===== src/rtl/pwm_tick.sv =====
// PWM generator advanced by rising edges of an asynchronous slow tick input.
// Duty values arrive through a valid/ready handshake and take effect only at the period wrap.
`timescale 1ns/1ps

module pwm_tick #(
    parameter int bits        = 8,
    parameter int sync_stages = 2
) (
    input  logic            clk,
    input  logic            rst,
    input  logic            tick_in,
    input  logic [bits-1:0] duty,
    input  logic            duty_valid,
    output logic            duty_ready,
    output logic            out,
    output logic            period_end
);

    localparam logic [bits-1:0] cnt_max = '1;

    logic [sync_stages-1:0] sync_q;
    logic                   hist_q;
    logic                   tick;

    logic [bits-1:0]        cnt;
    logic [bits-1:0]        duty_active;
    logic [bits-1:0]        duty_shadow;
    logic                   pending;

    logic                   wrap;
    logic                   xfer;

    // NOTE: state is updated with non-blocking assignments, so every condition
    // below sees the pre-edge value of pending, cnt and the synchroniser flops.
    always_ff @(posedge clk) begin
        if (rst) begin
            sync_q <= '0;
            hist_q <= 1'b0;
        end else begin
            sync_q <= {sync_q[sync_stages-2:0], tick_in};
            hist_q <= sync_q[sync_stages-1];
        end
    end

    // One-cycle pulse per rising edge of the synchronised input; falling edges are dropped.
    assign tick = sync_q[sync_stages-1] & ~hist_q;
    assign wrap = tick & (cnt == cnt_max);

    assign duty_ready = ~pending;
    assign xfer       = duty_valid & ~pending;

    always_ff @(posedge clk) begin
        if (rst) begin
            cnt <= '0;
        end else if (tick) begin
            cnt <= cnt + 1'b1;
        end
    end

    // A transfer can only happen while pending is clear, so a wrap in the same
    // cycle finds nothing to apply and the new value waits for the next wrap.
    always_ff @(posedge clk) begin
        if (rst) begin
            duty_active <= '0;
            duty_shadow <= '0;
            pending     <= 1'b0;
        end else begin
            if (wrap && pending) begin
                duty_active <= duty_shadow;
                pending     <= 1'b0;
            end
            if (xfer) begin
                duty_shadow <= duty;
                pending     <= 1'b1;
            end
        end
    end

    always_ff @(posedge clk) begin
        if (rst) begin
            out        <= 1'b0;
            period_end <= 1'b0;
        end else begin
            out        <= (cnt < duty_active);
            period_end <= wrap;
        end
    end

endmodule


===== config.mk =====
export PLATFORM = sky130hd
export DESIGN_NAME = pwm_tick
export DESIGN_NICKNAME = d
export VERILOG_FILES = /design/src/rtl/pwm_tick.sv
export SDC_FILE = /design/constraint.sdc
export NUM_CORES = 1
export LEC_CHECK = 0
export ABC_AREA = 1
export BUFFER_PORTS_ARGS = -buffer_cell sky130_fd_sc_hd__buf_2
export CAP_MARGIN = 10
export CORE_MARGIN = 2
export CORE_UTILIZATION = 54
export CTS_CLUSTER_DIAMETER = 30
export DETAILED_ROUTE_END_ITERATION = 10
export GPL_ROUTABILITY_DRIVEN = 0
export PLACE_DENSITY = 0.74
export SLEW_MARGIN = 20
export SYNTH_ARGS = -nofsm -noshare
export SYNTH_HDL_FRONTEND = slang
export SYNTH_SLANG_ARGS = --single-unit

===== constraint.sdc =====
create_clock -name clk -period 1.7 [get_ports clk]
set_input_delay 0 -clock clk [delete_from_list [all_inputs] [get_ports clk]]
set_output_delay 0 -clock clk [all_outputs]
set_load 0.02 [all_outputs]

## Word level (Yosys, flattened, before mapping)

Index checks and enable logic that the tools add are counted.

- $add $sub $neg: 1
- Magnitude comparators: 1
- Equal/unequal tests: 1
- Muxes and demuxes: 2
- Bitwise logic cells: 5
- Reduce and logical (&&, ||, !) cells: 2

Operator list:

| cell | count |
|---|---|
| 8-bit by 1-bit adder with 8-bit output, second input constant | 1 |
| 8-bit equality test, second input constant | 1 |
| 8-bit less-than comparator | 1 |
| 1-bit AND | 3 |
| 1-bit 2-to-1 mux | 2 |
| 1-bit inverter | 2 |
| 2-bit nonzero test | 1 |
| 1-bit logical AND | 1 |

- Register bits after elaboration: 30
- Input bits: 12
- Output and inout bits: 3
- Logic and storage cells: 20

## Logic depth before layout (Yosys ltp)

- Depth after elaboration: 6
- Depth in mapped cells: 7
- Mapped depth without buffers: 7

## Least setup slack after synthesis

No wires, ideal clock.

- Kind: register to register
- Start point: register cnt[0]
- End point: register duty_active[2]
- Library setup time: 0.110 ns
- Arrival: 1.063 ns
- Data required time: 1.590 ns
- Path slack: 0.527 ns
- Cell stages (with the launch flop): 8
- Path buffers: 1
- Period minus slack after synthesis: 1.173 ns
- Path through: dfxtp_1 > ha_1 > nand3_4 > nor2_4 > buf_6 > nand4_1 > nand2_1 > nor2_1

- Word-level cells in the longest chain between the ends: 3

RTL lines:

| element | line | text |
|---|---|---|
| from (decl) | 25 | `logic [bits-1:0] cnt;` |
| from (signal assigned) | 56 | `cnt <= cnt + 1'b1;` |
| 8-bit equality test | 47 | `assign wrap = tick & (cnt == cnt_max);` |
| 1-bit AND | 47 |  |
| 1-bit logical AND | 68 | `if (wrap && pending) begin` |
| to (signal assigned) | 69 | `duty_active <= duty_shadow;` |
| to (decl) | 26 | `logic [bits-1:0] duty_active;` |

No other way between the ends.
A chain may end at the register's enable or synchronous reset.

## Worst setup path after layout

- Start point: register cnt[1]
- End point: register duty_active[7]

The elaborated chain is that of the path after synthesis.

==> impl_results.md <==
- Leak: 0.770 nW
- Share of cells above drive strength 1: 12.6%
- Fin. Hold Viols: 0
- Period Utilization, post-route: 87.8%
- Clk_lat worst skew: 0.33 ns
- Clock-pin slew on the worst setup and hold paths: 0.09 ns
- Synthesized cell area: 0.00142 sq mm
- Mapped Cells: 194
- Crit. End Element: register
- Post-Place Cells: 232
- Crit Path Max Fanout: 13
- # fillers: 210
- Die height: 55.3 um
- Commonest non-fill, non-tap cell in the layout: nand2_1
- Crit path DAT: 1.76 ns
- ANT cells: 0
- Critical setup path kind: register to register
- Synth cell types: 20
- Avg Cell Area, Syn: 7.31 sq um
- Rel. slew slack: 61.4%
- Ys async rst share: 0%
- Final hold slack: 0.412 ns
- Row count: 18
- GRT Total Usage: 20.3%
- Grt total ovfl: 0
- Final core occ: 67.4%
- Post-route DRC: 0
- Min Tclk post-route: 1.49 ns
- Buf/Inv on CP: 1
- Final Setup Violations: 0
- Port-buffer cells: 14
- Startpoint types: register
- Initial Util: 57.3%
- H-tree depth: 2
- Achievable clock frequency: 0.670 GHz
- Synth Flop Type: dfxtp_1
- Commonest cells after routing, fill and taps aside: nand2_1, inv_1, dfxtp_1, nor2_1, buf_2
- Worst VDD drop: 0.000677 V
- Finished Layout Cells: 252
- Via/cell ratio: 4.95
- CTS tree: done
- WL final: 2760 um
- Status: finished clean
- Slew Viols, Final: 0
- Setup TNS: 0 ns
- Area grow syn2layout: 17.7%
- Storage element area: 601 sq um
- Clk root buf: clkbuf_4
- Drt first pass iters: 5
- Number of synthesized flops with an enable pin: 0
- Critical Path, Cell by Cell: ha_1 -> nand3_4 -> nor2_4 -> nand3_4 -> nand2_1 -> inv_1 -> nor2_1
- Vias: 1247
- HPWL after DPL: 1900 um
- Largest net degree at the start of global routing: 24
- Synth Register Bits: 30
- CTS Buffer Depth: 2
- Post-synthesis sequential area ratio: 42.3%
- Core area: 0.00248 sq mm
- Final Skew: 0.00717 ns
- CP required: 1.97 ns
- CTS buffer count: 5
- Antenna violations before repair: 0
- Hold Buf Count CTS: 12
- Wire length per cell: 11.0 um
- Most common cell on crit path: nand3_4
- Detail Route Antenna Nets: 0
- Crit path max-delay family: simple AND/OR/NAND/NOR gates
- Io pins: 15
- Setup Buffers After CTS: 0
- Die Span X: 55.3 um
- PwrDens: 772 mW/mm^2
- Syn Nets: 214
- Max-cap viol count: 0
- Post-cts sizing count: 0
- RSZ-0062 raised after global routing: no
- Final Cell Area: 0.00167 sq mm
- Largest stage delay on the critical path: 0.40 ns
- Area of the multi-input gates: 636 sq um
- Yosys warnings: 0
- Vias in the first global route: 1288
- First-pass GRT wire length: 4990 um
- Detailed Route Iter0 Violations: 22
- Num Clock Sinks: 30
- Slowest CP cell: dfxtp_1
- Post-Place Cell Area: 0.00149 sq mm
- # nets final: 241
- Die Area: 0.00305 sq mm
- Tightest Pin Transition: 0.579 ns
- Worst hold path class: register to register
==> cells in the mapped netlist (2+ instances only) <==
cell type | instances | share of area [%]
o21ai_0 | 11 | 3.9
nand2_1 | 39 | 10
buf_2 | 4 | 1.4
ha_1 | 8 | 7.1
nand4_1 | 10 | 4.4
dfxtp_1 | 30 | 42
a21oi_1 | 13 | 4.6
nor3_1 | 2 | 0.71
nand3_1 | 3 | 1.1
nand3_4 | 2 | 2.5
nor2_1 | 27 | 7.1
inv_1 | 36 | 9.5
nor2_4 | 2 | 1.6
==> sequential cells by signal, summed over array words and instances (netlist names) <==
name and count:
duty_shadow 8, cnt 8, pending 1, hist_q 1, period_end 1, sync_q 2
duty_active 8, out 1
==> final timing paths <==
| check | cells after the start | to | from | slack, ns |
|---|---|---|---|---|
| max reg2reg | 7 | duty_active[7] | cnt[1] | 0.21 |
| max | 7 | duty_active[7] | cnt[1] | 0.21 |
| min | 2 | sync_q[1] | sync_q[0] | 0.41 |
| min reg2reg | 2 | sync_q[1] | sync_q[0] | 0.41 |
==> final cells by class <==
cell class	count	share of cell area [%]
well taps	30	2.25
clock buffers	7	3.30
repair buffers	27	11.8
clock inverters	1	0.300
multi-input cells	120	38.1
inverters	37	8.31
flip-flops and latches	30	36.0
==> cell families (layout without fill, tap and decap cells) <==
| kind of cell | count (synthesis) | count (layout) | synth area share, % |
|---|---|---|---|
| fa+ha+maj | 8 | 8 | 7.05 |
| compound gates | 24 | 24 | 8.47 |
| simple gates | 87 | 87 | 28.7 |
| flops | 30 | 30 | 42.3 |
| xor+xnor | 1 | 1 | 0.617 |
| buf+inv | 44 | 72 | 12.9 |
==> tightest hold or removal path: stages, from the launching register on <==
cell and delay [ns]:
dfxtp_1 0.31, inv_1 0.04, nor2_1 0.03
==> through the flow <==
step	power (W)	setup slack, ns
6_report	0.00129	0.207
4_1_cts	0.00130	0.216
3_5_place_dp	0.000842	0.248
3_3_place_gp	0.000836	0.350
5_1_grt	0.00135	0.0825
2_1_floorplan	0.000813	0.527
==> power breakdown <==
part           switching, W  total, W  internal, W  leakage (nW)
clock              0.000243  0.000443     0.000200        0.0353
sequential       0.00000943  0.000734     0.000725         0.245
combinational     0.0000611  0.000113    0.0000515         0.491
==> routing by layer <==
layer	vias up	share of wire [%]	track usage, %
li1	654	-	-
met1	563	45	20.0
met2	22	50	38.4
met3	8	2.9	4.45
met4	0	2.2	11.5
met5	-	0	0
Power figures use the tool's default switching activity.
